$ cat src/rtl/leaf_pkt_pkg.sv
// Shared packet layout, credit sizing and per-port flow state for the leaf
// outbound path.
package leaf_pkt_pkg;

  localparam int unsigned PKT_W  = 49;
  localparam int unsigned DATA_W = 32;
  localparam int unsigned LEAF_W = 5;
  localparam int unsigned PORT_W = 4;
  localparam int unsigned ADDR_W = 7;

  localparam int unsigned VALID_BIT = 48;
  localparam int unsigned LEAF_LSB  = 43;
  localparam int unsigned PORT_LSB  = 39;
  localparam int unsigned ADDR_LSB  = 32;

  localparam int unsigned DEF_MAX_CREDITS = 64;
  localparam int unsigned CREDIT_BITS     = $clog2(DEF_MAX_CREDITS + 1);

  typedef enum logic {
    ACTIVE,
    STALLED
  } port_state_e;

  // Build a valid packet {1, leaf, port, addr, payload}.
  function automatic logic [PKT_W-1:0] pack_pkt(
    input logic [LEAF_W-1:0] leaf,
    input logic [PORT_W-1:0] port,
    input logic [ADDR_W-1:0] addr,
    input logic [DATA_W-1:0] payload
  );
    logic [PKT_W-1:0] p;
    p = '0;
    p[VALID_BIT]             = 1'b1;
    p[LEAF_LSB +: LEAF_W]    = leaf;
    p[PORT_LSB +: PORT_W]    = port;
    p[ADDR_LSB +: ADDR_W]    = addr;
    p[0 +: DATA_W]           = payload;
    return p;
  endfunction

endpackage

$ cat src/rtl/leaf_out_arbiter_rr_arbiter.sv
// Round-robin arbiter: one-hot grant to the first requester after the
// last granted index; the pointer moves only on the advance strobe.
module rr_arbiter #(
  parameter int unsigned NUM_REQ = 4
) (
  input  logic               clk,
  input  logic               reset,
  input  logic [NUM_REQ-1:0] req,
  input  logic               advance,
  output logic [NUM_REQ-1:0] grant
);

  localparam int unsigned IDX_W = (NUM_REQ > 1) ? $clog2(NUM_REQ) : 1;

  logic [IDX_W-1:0]   last_grant;
  logic [IDX_W-1:0]   grant_idx;
  logic [NUM_REQ-1:0] hi_mask;
  logic [NUM_REQ-1:0] pick;

  // Prefer requesters above last_grant, else wrap to the full vector; the
  // lowest set bit of the chosen vector is the winner.
  always_comb begin
    hi_mask = '0;
    for (int unsigned k = 0; k < NUM_REQ; k++) begin
      hi_mask[k] = (k > 32'(last_grant));
    end
    pick  = (|(req & hi_mask)) ? (req & hi_mask) : req;
    grant = pick & (~pick + NUM_REQ'(1));
    grant_idx = last_grant;
    for (int unsigned k = 0; k < NUM_REQ; k++) begin
      if (grant[k]) grant_idx = IDX_W'(k);
    end
  end

  // Pointer register; starts at the top index so port 0 wins first.
  always_ff @(posedge clk) begin
    if (reset) begin
      last_grant <= IDX_W'(NUM_REQ - 1);
    end else if (advance) begin
      last_grant <= grant_idx;
    end
  end

endmodule

$ cat src/rtl/leaf_out_arbiter.sv
// Shares one outbound BFT packet channel between user output streams with
// round-robin arbitration, per-port credits, and destination stamping.
module leaf_out_arbiter
  import leaf_pkt_pkg::*;
#(
  parameter int unsigned PACKET_BITS   = 49,
  parameter int unsigned PAYLOAD_BITS  = 32,
  parameter int unsigned NUM_LEAF_BITS = 5,
  parameter int unsigned NUM_PORT_BITS = 4,
  parameter int unsigned NUM_ADDR_BITS = 7,
  parameter int unsigned NUM_OUT_PORTS = 4,
  parameter int unsigned MAX_CREDITS   = 64
) (
  input  logic                                  clk,
  input  logic                                  reset,
  input  logic [NUM_OUT_PORTS*PAYLOAD_BITS-1:0] i_user_data,
  input  logic [NUM_OUT_PORTS-1:0]              i_user_valid,
  output logic [NUM_OUT_PORTS-1:0]              o_user_ready,
  output logic [PACKET_BITS-1:0]                o_pkt,
  output logic                                  o_pkt_valid,
  input  logic                                  i_pkt_ready,
  input  logic                                  cfg_we,
  input  logic [2:0]                            cfg_port,
  input  logic [NUM_LEAF_BITS+NUM_PORT_BITS-1:0] cfg_dest,
  input  logic                                  credit_ret,
  input  logic [2:0]                            credit_port,
  input  logic [6:0]                            credit_amt,
  output logic                                  credit_err
);

  localparam int unsigned DEST_W = NUM_LEAF_BITS + NUM_PORT_BITS;
  localparam int unsigned CW = ($clog2(MAX_CREDITS + 1) > CREDIT_BITS) ?
                               $clog2(MAX_CREDITS + 1) : CREDIT_BITS;

  logic [DEST_W-1:0]        dest_tbl     [NUM_OUT_PORTS];
  logic [NUM_OUT_PORTS-1:0] dest_en;
  logic [CW-1:0]            credits      [NUM_OUT_PORTS];
  logic [CW-1:0]            credits_next [NUM_OUT_PORTS];
  logic [NUM_ADDR_BITS-1:0] seq          [NUM_OUT_PORTS];
  port_state_e              state_q      [NUM_OUT_PORTS];
  port_state_e              state_d      [NUM_OUT_PORTS];

  logic [NUM_OUT_PORTS-1:0] eligible;
  logic [NUM_OUT_PORTS-1:0] grant;
  logic                     out_free;
  logic                     xfer;
  logic                     err_next;
  logic [PACKET_BITS-1:0]   pkt_next;

  rr_arbiter #(
    .NUM_REQ (NUM_OUT_PORTS)
  ) u_arb (
    .clk     (clk),
    .reset   (reset),
    .req     (eligible),
    .advance (xfer),
    .grant   (grant)
  );

  // Handshake: a grant transfers only when the output register is free.
  always_comb begin
    out_free     = !o_pkt_valid || i_pkt_ready;
    xfer         = out_free && (|grant);
    o_user_ready = out_free ? grant : '0;
  end

  // Select the granted stream and stamp it with its destination and sequence.
  always_comb begin
    pkt_next = '0;
    for (int unsigned k = 0; k < NUM_OUT_PORTS; k++) begin
      if (grant[k]) begin
        pkt_next = pack_pkt(dest_tbl[k][DEST_W-1 -: NUM_LEAF_BITS],
                            dest_tbl[k][NUM_PORT_BITS-1:0],
                            seq[k],
                            i_user_data[k*PAYLOAD_BITS +: PAYLOAD_BITS]);
      end
    end
  end

  // Net credit update (decrement and return in one cycle), with saturation
  // and out-of-range index detection feeding the sticky error.
  always_comb begin
    int unsigned sum;
    sum      = 0;
    err_next = 1'b0;
    for (int unsigned k = 0; k < NUM_OUT_PORTS; k++) begin
      sum = 32'(credits[k]);
      if (xfer && grant[k]) sum = sum - 1;
      if (credit_ret && (32'(credit_port) == k)) sum = sum + 32'(credit_amt);
      if (sum > MAX_CREDITS) begin
        sum      = MAX_CREDITS;
        err_next = 1'b1;
      end
      credits_next[k] = CW'(sum);
    end
    if (credit_ret && (32'(credit_port) >= NUM_OUT_PORTS)) err_next = 1'b1;
    if (cfg_we && (32'(cfg_port) >= NUM_OUT_PORTS)) err_next = 1'b1;
  end

  // Per-port flow state next-state: stalled exactly when no credits remain.
  always_comb begin
    for (int unsigned k = 0; k < NUM_OUT_PORTS; k++) begin
      state_d[k] = (credits_next[k] == '0) ? STALLED : ACTIVE;
    end
  end

  // Per-port flow state output: request only when valid, enabled and active.
  always_comb begin
    for (int unsigned k = 0; k < NUM_OUT_PORTS; k++) begin
      eligible[k] = i_user_valid[k] && dest_en[k] && (state_q[k] == ACTIVE);
    end
  end

  // Per-port flow state register.
  always_ff @(posedge clk) begin
    for (int unsigned k = 0; k < NUM_OUT_PORTS; k++) begin
      if (reset) state_q[k] <= ACTIVE;
      else       state_q[k] <= state_d[k];
    end
  end

  // Credit, sequence and destination table state plus the sticky error.
  always_ff @(posedge clk) begin
    if (reset) begin
      for (int unsigned k = 0; k < NUM_OUT_PORTS; k++) begin
        credits[k]  <= CW'(MAX_CREDITS);
        seq[k]      <= '0;
        dest_tbl[k] <= '0;
      end
      dest_en    <= '0;
      credit_err <= 1'b0;
    end else begin
      for (int unsigned k = 0; k < NUM_OUT_PORTS; k++) begin
        credits[k] <= credits_next[k];
        if (xfer && grant[k]) seq[k] <= seq[k] + 1'b1;
        if (cfg_we && (32'(cfg_port) == k)) begin
          dest_tbl[k] <= cfg_dest;
          dest_en[k]  <= 1'b1;
        end
      end
      credit_err <= credit_err | err_next;
    end
  end

  // Output register: load on transfer, clear once drained, hold otherwise.
  always_ff @(posedge clk) begin
    if (reset) begin
      o_pkt       <= '0;
      o_pkt_valid <= 1'b0;
    end else if (xfer) begin
      o_pkt       <= pkt_next;
      o_pkt_valid <= 1'b1;
    end else if (i_pkt_ready) begin
      o_pkt       <= '0;
      o_pkt_valid <= 1'b0;
    end
  end

endmodule

$ cat config.mk
export PLATFORM = sky130hd
export DESIGN_NAME = leaf_out_arbiter
export DESIGN_NICKNAME = d
export VERILOG_FILES = /design/src/rtl/leaf_pkt_pkg.sv /design/src/rtl/leaf_out_arbiter_rr_arbiter.sv /design/src/rtl/leaf_out_arbiter.sv
export SDC_FILE = /design/constraint.sdc
export NUM_CORES = 1
export LEC_CHECK = 0
export ABC_AREA = 1
export CAP_MARGIN = 20
export CORE_MARGIN = 2
export CORE_UTILIZATION = 45
export CTS_BUF_LIST = sky130_fd_sc_hd__clkbuf_16
export CTS_CLUSTER_SIZE = 10
export DETAILED_ROUTE_END_ITERATION = 8
export GPL_TIMING_DRIVEN = 1
export HOLD_SLACK_MARGIN = 0.12
export PLACE_DENSITY = 0.73
export SYNTH_ARGS = -nofsm -noshare
export SYNTH_HDL_FRONTEND = slang
export SYNTH_HIERARCHICAL = 1
export SYNTH_SLANG_ARGS = --single-unit
$ cat constraint.sdc
create_clock -name clk -period 5.8 [get_ports clk]
set_input_delay 0.87 -clock clk [delete_from_list [all_inputs] [get_ports clk]]
set_output_delay 0.87 -clock clk [all_outputs]
set_load 0.01 [all_outputs]
==> metrics list, run 1 <==
* Count of final setup violators: 0
- Worst path max stage delay: 500 ps
* Final period utilization: 86.8%
- Clock root buffer: sky130_fd_sc_hd__clkbuf_16
- First-pass GRT wire length: 49700 um
* First DRT Iteration DRCs: 901
- During synthesis, Yosys emitted a total of 6 warnings.
- Post-route setup TNS: 0 ps
- The top cell types in the final layout, fill and taps aside, are sky130_fd_sc_hd__nand2_1, sky130_fd_sc_hd__clkdlybuf4s50_1, sky130_fd_sc_hd__nor2_1.
- The routed design has 32200 um of wire.
- Setup repair after global routing missed its margin: false
* Power density normalized to cell area: 206 nW/um^2
- Final std cell area, no fill: 13600 um^2
- After detailed routing, the number of remaining DRC violations is 0.
* Area of the placeable core: 23300 um^2
- Post-synthesis cell area: 10700 um^2
- After detailed routing, the number of vias per cell comes to 5.36.
- Setup Buffers After CTS: 0
* Starting density of the core: 45.7%
- GRT Resource Usage Total: 25.3%
- Post-layout minimum cycle time: 5030 ps
* Distinct cells, synth: 47
- Once detail routing completed, the nets flagged for antenna violations numbered 0.
- The total count of max-transition violations in the final report is 0.
* Path depth of the worst reg2reg path: 30
* Most common flop cell mapped by yosys: sky130_fd_sc_hd__dfxtp_1
* Worst min path class: flip-flop to flip-flop
- The floorplan has 56 rows.
- Max IR drop VDD: 0.000158 V
- In the synthesized netlist the async set-or-reset flop fraction comes to 0%.
- Counting flops with a built-in enable in the synthesized netlist gives 64.
* Nature of the critical path startpoint: primary input
* Filler Cell Count: 2201
* Vias in the first global route: 9847
- Counting every sink on the clock net gives 153.
- Pre-CTS setup slack: 372 ps
- Mapped Avg Cell Area: 7.09 um^2
* Number of buffers on the longest clock path: 2
- The final hold violation count is 0.
* Req. time, crit path: 6170 ps
* Die footprint: 24900 um^2
- Final setup margin: 768 ps
* Result of the run: finished clean
* Setup Skew: 11.9 ps
* Number of optimization iterations in the first detailed-route pass: 6
- Counting instances, the worst hold path has a depth of 2.
- Worst max-slew margin expressed relative to the limit: 27.6%
* Launch point of the worst reg-to-reg path: dest_en[3]
- STA puts the critical path data arrival time at 5400 ps.
- Element type at the critical path end: flip-flop
- The slowest stage of the critical path belongs to the cell sky130_fd_sc_hd__clkdlybuf4s50_1.
* Commonest non-fill, non-tap cell in the layout: sky130_fd_sc_hd__nand2_1
* Measured slew at the worst slew-check pin: 1080 ps
* Worst hold path startpoint: dest_en[3]
* Clk pin slew, worst setup/hold paths: 70 ps
- Clock tree from TritonCTS: yes
- Number of nets in the layout: 1920
- Maximum net fanout on the critical path: 6
- Count of hold-fix buffers inserted at cts: 0
- The tool flagged a number of max-cap violations equal to 0.
- Share of post-route cells with drive strength above 1: 5.89%
- Leading cell types by total area after synthesis: sky130_fd_sc_hd__edfxtp_1, sky130_fd_sc_hd__dfxtp_1, sky130_fd_sc_hd__nand2_1
* Antenna violations before repair: 0
* Boundary Pins: 214
- Diode count: 0
- For this run, the top clock speed supported by timing is 0.199 GHz.
- After synthesis the netlist holds a flip-flop and latch count of 153.
* GRT Residual Overflow: 0
* Total cell area at the placement stage: 13000 um^2
* Most prevalent standard cell on the critical path: sky130_fd_sc_hd__nand2_1
- Largest area contributor in the netlist: sky130_fd_sc_hd__edfxtp_1
* Global placement routability congestion: 0.929
- Worst Setup SP: i_user_valid[3]
- Final cell utilization of the core: 58.4%
- In the synthesized netlist, the number of instances is 1502.
- Leak pwr: 5.82 nW
* Sequential cell area fraction in the yosys report: 34.8%
- Entering global routing, the biggest net connects 82 pins.
* Proportion of netlist area held by the largest area contributor: 18.0%
- Clock insertion delay at the later pin of the skew report: 430 ps
- Detailed placement finished with a half-perimeter wire length of 23400 um.
* Buffers added on ports: 213
- For this block, the via count after detailed routing is 10.8k.
- Compared with the post-synthesis result, the final layout area differs by 27.8%.
* Quantity of gates resized following cts: 0
- Measured along the y axis, the die boundary spans 158 um.
- Synthesized netlist net count: 1737
* Die outline width: 158 um
* Setup Crit Path Kind: primary input to flip-flop
- Deepest level of the CTS H-tree: 4
- In the final routed layout, each cell accounts on average for 16.0 um.
* Number of clock buffers inserted by TritonCTS: 17
metal layers:
metal	track usage (%)	share of wire (%)	routed length [um]	up-vias
met5	0	0	0	-
met3	5.20	8.0	2580	38
met4	7.92	2.1	688	0
met1	31.5	42	13600	4956
met2	43.9	48	15400	376
li1	-	-	-	5438
through the flow:
step           total power, mW  hold slack [ps]  cells
2_1_floorplan             1.51              427   1502
3_3_place_gp              1.72              441   1983
6_report                  2.80              456   2017
4_1_cts                   2.81              456   2015
5_1_grt                   2.93              476   2017
3_5_place_dp              1.73              442   1983
cell type report:
type | instances | area (um^2) | share of cell area [%]
multi-input cells | 1135 | 6140 | 45.1
flip-flops and latches | 153 | 3700 | 27.2
repair buffers | 225 | 2230 | 16.4
inverters | 153 | 574 | 4.22
clock buffers | 17 | 425 | 3.12
well taps | 319 | 399 | 2.93
clock inverters | 15 | 144 | 1.06
worst paths after layout:
kind / endpoint / slack [ps]
worst max-delay path: credits[3][4] / 770
worst max register to register: credits[3][4] / 1400
worst min register to register: dest_en[3] / 460
worst min-delay path: dest_en[3] / 460
synthesized netlist by cell type (6+ instances only):
cell / count
sky130_fd_sc_hd__dfxtp_1: 89
sky130_fd_sc_hd__o21ai_1: 9
sky130_fd_sc_hd__nand4_1: 21
sky130_fd_sc_hd__inv_1: 137
sky130_fd_sc_hd__o21ai_0: 48
sky130_fd_sc_hd__nand2_1: 363
sky130_fd_sc_hd__ha_1: 72
sky130_fd_sc_hd__edfxtp_1: 64
sky130_fd_sc_hd__o211ai_1: 52
sky130_fd_sc_hd__nor4_1: 7
sky130_fd_sc_hd__o31ai_1: 26
sky130_fd_sc_hd__nand2_2: 13
sky130_fd_sc_hd__nand3b_1: 6
sky130_fd_sc_hd__nor2_1: 176
sky130_fd_sc_hd__buf_1: 6
sky130_fd_sc_hd__buf_2: 9
sky130_fd_sc_hd__nand3_1: 85
sky130_fd_sc_hd__xnor2_1: 7
sky130_fd_sc_hd__inv_2: 13
sky130_fd_sc_hd__a21boi_0: 7
sky130_fd_sc_hd__nor3_1: 18
sky130_fd_sc_hd__clkbuf_1: 41
sky130_fd_sc_hd__a21oi_1: 165
sky130_fd_sc_hd__xor2_1: 7
registers in the layout (all words and copies together) (netlist names):
register          cells
credit_err            1
credits              28
dest_en               4
dest_tbl             36
o_pkt                49
o_pkt_valid           1
seq                  28
state_q               4
u_arb/last_grant      2
kinds of logic after synthesis:
logic type,after synthesis,share of synthesized area (%)
buffers and inverters,214,7.89
DFF,153,34.8
xor gates and xnor gates,14,1.15
and+or+nand+nor,724,29.4
AOI/OAI and AO/OA,321,17.6
adders and majority gates,76,9.21
power by group:
| part | internal (mW) | total, mW | switching (mW) |
|---|---|---|---|
| Clock | 0.600 | 1.09 | 0.485 |
| Combinational | 0.229 | 0.532 | 0.303 |
| Sequential | 1.16 | 1.19 | 0.0238 |
| Total | 1.99 | 2.80 | 0.812 |
worst max-delay path, delay by kind of cell:
family                     cells  cell delay (ps)
adders and majority gates      3              910
buffers and inverters          5              830
AOI/OAI and AO/OA              4              670
and+or+nand+nor               18             1870
xor gates and xnor gates       1              240
No activity file was read; power rests on OpenSTA's default activity.
==> run 2: changes to the inputs <==
--- a/config.mk
+++ b/config.mk
@@ -15,6 +15,7 @@
 export GPL_TIMING_DRIVEN = 1
 export HOLD_SLACK_MARGIN = 0.12
 export PLACE_DENSITY = 0.73
+export RECOVER_POWER = 25
 export SYNTH_ARGS = -nofsm -noshare
 export SYNTH_HDL_FRONTEND = slang
 export SYNTH_HIERARCHICAL = 1
==> run 2 against run 1 <==
Against the previous run:
- flip-flop and latch count unchanged
- clock power about the same
- die area unchanged
- worst hold slack better by 0.60 ps
- final cell count unchanged
- count of clock-buffer cells in the layout unchanged
- non-clock buffer count unchanged
- highest routed layer unchanged
==> metrics list, run 2 (synthesis gave the netlist of run 1 again) <==
- The number of buffers added by the clock tree synthesis step was 17 (unchanged).
- The pin count of the biggest net entering global routing came to 82 (unchanged).
- Overall via count from detail_route: 10.8k (-0.46%)
- The global-route wire length before repair came to 49700 um (unchanged).
* Max IR drop VDD: 0.000158 V (+0.26%)
- The sequential cell area is 3700 um^2 (unchanged).
- Die outline width: 158 um (unchanged)
- Critical path data arrival time: 5400 ps (about the same)
- Leak pwr: 5.92 nW (+1.9%)
* Design Power: 2.80 mW (about the same)
- The cell that appears most often on the critical path is sky130_fd_sc_hd__nand2_1.
* Worst Setup SP: i_user_valid[3]
- The worst path buffer plus inverter count came to 5 (unchanged).
* Die footprint: 24900 um^2 (unchanged)
- The number of max-capacitance violations reported was 0 (unchanged).
* Commonest non-fill, non-tap cell in the layout: sky130_fd_sc_hd__nand2_1
- The number of nets in the layout is 1920 (unchanged).
* Count of hold-fix buffers inserted at cts: 0 (unchanged)
- Boundary Pins: 214 (unchanged)
- Count of final setup violators: 0 (unchanged)
- Drt total wl: 32200 um (-0.10%)
- The final cell utilization of the core came to 58.3% (about the same).
- Setup Buffers After CTS: 0 (unchanged)
- The number of detailed-route iterations in the first pass is 8 (+2).
- Setup repair after global routing missed its margin: false
- Routed vias/inst: 5.33 (-0.46%)
- Post-layout minimum cycle time: 5040 ps (+2.92 ps)
- STA classifies the critical path startpoint as a primary input.
- The run finished with clean final reports.
* Starting density of the core: 45.7% (unchanged)
* Setup Crit Path Kind: primary input to flip-flop
* Final max-slew violation count: 0 (unchanged)
* Maximum operating frequency: 0.199 GHz (about the same)
* Req. time, crit path: 6170 ps (about the same)
- Area of the placeable core: 23300 um^2 (unchanged)
- Clk pin slew, worst setup/hold paths: 70 ps (about the same)
- The final worst-path cycle share came to 86.8% (about the same).
- The library cells used most frequently in the layout, excluding fill and tap cells, are sky130_fd_sc_hd__nand2_1, sky130_fd_sc_hd__clkdlybuf4s50_1, sky130_fd_sc_hd__nor2_1.
- Antenna violations before repair: 0 (unchanged)
- Family with the most delay on the worst path: simple AND/OR/NAND/NOR gates
- The delay of the slowest critical-path stage came to 500 ps (about the same).
* Final hold slack: 456 ps (+0.597 ps)
- The largest fanout on the critical path came to 6 (unchanged).
- The sink count of the clock tree came to 153 (unchanged).
- Filler Cell Count: 2204 (+0.14%)
- Largest register FFs: 49 (unchanged)
* Cell at the slowest stage of the critical path: sky130_fd_sc_hd__clkdlybuf4s50_1
* Total cell area at the placement stage: 13000 um^2 (unchanged)
- Global placement routability congestion: 0.929 (unchanged)
- Layout Area Growth over Synthesis: 27.8% (about the same)
- Deepest level of the CTS H-tree: 4 (unchanged)
* Final std cell area, no fill: 13600 um^2 (about the same)
- The total of buffers placed on input and output ports came to 213 (unchanged).
- The number of nets still failing antenna checks after routing is 0 (unchanged).
- The worst hold path begins at dest_en[3].
* Clock insertion delay at the later pin of the skew report: 430 ps (about the same)
- Setup Skew: 12.2 ps (+0.281 ps)
* Worst max-slew margin expressed relative to the limit: 26.8% (-0.82 points)
- STA classifies the critical path endpoint as a flip-flop.
- Worst min path class: flip-flop to flip-flop
* GRT Resource Usage Total: 25.3% (unchanged)
- Quantity of gates resized following cts: 0 (unchanged)
- The largest registers in the layout are o_pkt: 49 flops, dest_tbl: 36 flops.
- The number of cell rows is 56 (unchanged).
- Die Ht: 158 um (unchanged)
- Detailed placer's ending HPWL: 23400 um (unchanged)
* Post-route setup TNS: 0 ps (unchanged)
- Final count of hold timing violations: 0 (unchanged)
* Area occupied by multi-input gates: 6140 um^2 (unchanged)
- Routed wirelength normalized by instance count: 16.0 um (-0.10%)
* Power density normalized to cell area: 206 nW/um^2 (about the same)
- Share of post-route cells with drive strength above 1: 5.77% (-0.12 points)
* First DRT Iteration DRCs: 965 (+7.1%)
- The number of remaining DRC errors is 0 (unchanged).
- The via count of the first global-routing pass was 9847 (unchanged).
* Launch point of the worst reg-to-reg path: dest_en[3]
- TritonCTS built the clock tree.
- The pin slew with the least headroom to its limit was 1090 ps (+12.3 ps).
- GRT Residual Overflow: 0 (unchanged)
- o_pkt holds more flip-flops than any other register.
- Clock root buffer: sky130_fd_sc_hd__clkbuf_16
* Number of buffers on the longest clock path: 2 (unchanged)
- The number of inserted diodes was 0 (unchanged).
## run 2: cell count changes in the layout (fill, tap and decap cells not counted), sizes merged
| cell | previous run | this run |
|---|---|---|
| clkdlybuf4s50 | 212 | 179 |
| buf | 13 | 11 |
| clkbuf | 17 | 19 |
| dlygate4sd3 | 0 | 33 |
## run 2: path summary, 6_finish.rpt
check | end | slack [ps] | cells after the start
max reg2reg | credits[3][4] | 1390 | 30
max | credits[3][4] | 760 | 31
min | dest_en[3] | 460 | 2
min reg2reg | dest_en[3] | 460 | 2
## run 2: cell type report
type,instances,area share [%]
timing repair buffer,225,16.3
multi-input combinational,1135,45.1
clock inverter,15,1.06
clock buffer,17,3.12
inverter,153,4.22
tap,319,2.93
sequential,153,27.2
## run 2: power breakdown
part / internal (mW) / leakage (nW) / switching [mW]
clock: 0.600 / 0.279 / 0.484
sequential: 1.16 / 1.36 / 0.0237
combinational: 0.227 / 4.29 / 0.303
## run 2: per-stage QoR
stage | std cells | setup WS, ps
floorplan | 1502 | 1380
global placement | 1983 | 443
detailed placement | 1983 | 372
CTS | 2015 | 786
global route | 2017 | 299
finish | 2017 | 765
## run 2: worst register-to-register path: cells and delay by family (launching register included)
family | cells | cell delay [ps]
compound gates | 4 | 670
buf+inv | 4 | 330
simple gates | 18 | 1880
fa+ha+maj | 3 | 900
flops | 1 | 330
xor+xnor | 1 | 240
## run 2: per-layer routing
layer	GRT usage, %	part of all wire (%)	up-vias
met3	5.20	7.8	40
li1	-	-	5441
met5	0	0	-
met4	7.92	2.1	0
met2	43.9	48	360
met1	31.5	42	4917
==> edit, RTL diff (config.mk and constraints of run 2) <==
Put one more register stage on the output `credit_err`, with the module's reset. The value now appears one clock later. The other outputs are not delayed to match.
--- a/src/rtl/leaf_out_arbiter.sv
+++ b/src/rtl/leaf_out_arbiter.sv
@@ -33,2 +33,4 @@
                                $clog2(MAX_CREDITS + 1) : CREDIT_BITS;
+
+  logic credit_err_s0;
 
@@ -130,3 +132,3 @@
       dest_en    <= '0;
-      credit_err <= 1'b0;
+      credit_err_s0 <= 1'b0;
     end else begin
@@ -140,3 +142,3 @@
       end
-      credit_err <= credit_err | err_next;
+      credit_err_s0 <= credit_err_s0 | err_next;
     end
@@ -158,2 +160,10 @@
 
+  always_ff @(posedge clk) begin
+    if (reset) begin
+      credit_err <= '0;
+    end else begin
+      credit_err <= credit_err_s0;
+    end
+  end
+
 endmodule
Function: changed (a bounded check fails within 4 cycles, from zero or initial values and one cycle with reset high).
==> edit against run 2 <==
The run now ends with max-capacitance violations, max-slew violations left. Register-to-register slack got worse by 0.06 ns. Worst setup slack got worse by 0.043 ns. Sequential cell count increased by 1. Clock power increased by 6%. Sequential power about the same. Worst hold slack improved by 0.0057 ns. Cell area increased by 0.90%. Power increased by 2.8%. Wire length increased by 1.8%. Synthesized area increased by 0.55%. Maximum frequency decreased by 0.84%. Highest routed layer unchanged.
==> edit: results (changes against run 2) <==
| Metric | Value |
|---|---|
| Vias in the first global route | 9,993 (+1.5%) |
| Final GP Congestion | 0.8806 (-5.2%) |
| DP HPWL | 23,890 um (+2.3%) |
| DR pass1 iterations | 7 (-1) |
| Met2 Usage GRT | 45.28% (+1.3 points) |
| Area contributors post-synth | edfxtp_1 (18%), dfxtp_1 (17%), nand2_1 (12%), ha_1 (8.4%), a21oi_1 (7.7%) |
| Sequential share of the synthesized area | 34.75% (about the same) |
| Hold path depth | 2 (unchanged) |
| WHS Endpoint | dest_en[0] |
| Headroom to the max-slew limit | -126.0% (-150 points) |
| MaxCap Viol Count | 1 (+1) |
| Pin count of the biggest net entering global routing | 81 (-1.2%) |
| Met2 WL | 15,740 um (+2.8%) |
| Worst r2r dst | credit_err_s0 |
| Total track usage | 25.71% (+0.39 points) |
| Total Wirelength | 32,800 um (+1.8%) |
| Met3 usage | 5.525% (+0.32 points) |
| Placed Instances | 1,978 (-0.25%) |
| First-pass GRT wire length | 50,300 um (+1.2%) |
| Reg2reg start | dest_en[2] |
| Hold Crit Start | dest_en[0] |
| DR iter-0 viols | 803 (-17%) |
| Failing checks | max-capacitance violations, max-slew violations |
| Synthesized Nets | 1,726 (-0.63%) |
| Top Metal Used | met4 |
| R2r setup slk | 1.33 ns (-0.06 ns) |
| Wirelength per Cell | 16.30 um (+2.1%) |
| Peak supply drop | 0.1747 mV (+10%) |
| Clock skew | 0.008988 ns (-0.003172 ns) |
| Syn avg cell area | 7.187 um2 (+1.3%) |
| Largest delay contributor family on the critical path | simple AND/OR/NAND/NOR gates |
| Status | finished with violations |
| Clock root cell | clkbuf_16 |
| Slew Limit Fails | 71 (+71) |
| Met3 WL post-DR | 2340 um (-7.2%) |
| Max FO, Critical Path | 10 (+4) |
| Critical Path AT | 5.24 ns (-0.16 ns) |
| Layout cells sized above 1 | 6.265% (+0.49 points) |
| Clock Latency Late Sink | 0.44 ns |
| Met1 wire length | 13,380 um (-2.2%) |
| Most frequent cells after synthesis | nand2_1 (339), nor2_1 (180), a21oi_1 (165), inv_1 (126), nand3_1 (97) |
| Worst reg-to-reg path cell count | 33 (+10%) |
| Leak | 0.005890 uW (-0.58%) |
| Total Nets Final | 1,914 (-0.31%) |
| Worst Hold Class | reg -> reg |
-- edit: how the worst max path moves through the flow --
stage,end,slack (ns),depth (start not counted)
after floorplan,credit_err_s0,1.30,34
after global placement,credit_err_s0,0.59,34
after detailed placement,credit_err_s0,0.47,34
after CTS,credit_err_s0,0.90,34
after global routing,credit_err_s0,0.25,34
final,credit_err_s0,0.72,34
-- edit: through the flow --
stage / hold slack, ns / area (um2) / power, uW / utilization (%) / setup slack, ns
2_1_floorplan: 0.4022 / 10720 / 1525 / - / 1.304
3_3_place_gp: 0.4372 / 13130 / 1735 / 56.11 / 0.5877
3_5_place_dp: 0.4463 / 13130 / 1745 / 56.11 / 0.4658
4_1_cts: 0.4621 / 13730 / 2882 / 58.66 / 0.9035
5_1_grt: 0.4852 / 13730 / 2997 / 58.69 / 0.2544
6_report: 0.4618 / 13740 / 2880 / 58.70 / 0.7221
-- edit: cell type report --
cell class	instances	share of cell area [%]
antenna	1	0.01822
clock buffer	17	3.097
clock inverter	15	1.248
inverter	142	3.953
multi-input combinational	1135	45.31
sequential	154	27.11
tap	319	2.906
timing repair buffer	229	16.36
-- edit: tightest hold or removal path: cells and delay by family, from the launching register on --
kind | cells | cell delay (ns)
flip-flops | 1 | 0.31
AND/OR/NAND/NOR | 2 | 0.11
-- edit: cells by family (layout without fill, tap and decap cells) --
| group | Yosys count | count (layout) | synth area share (%) |
|---|---|---|---|
| adder cells (fa/ha/maj) | 76 | 76 | 9.155 |
| buffers and inverters | 202 | 403 | 7.496 |
| other | 0 | 1 | 0 |
| AND/OR/NAND/NOR | 718 | 718 | 29.66 |
| AO/OA/AOI/OAI | 325 | 325 | 17.63 |
| flip-flops | 154 | 154 | 34.75 |
| XOR/XNOR | 16 | 16 | 1.308 |
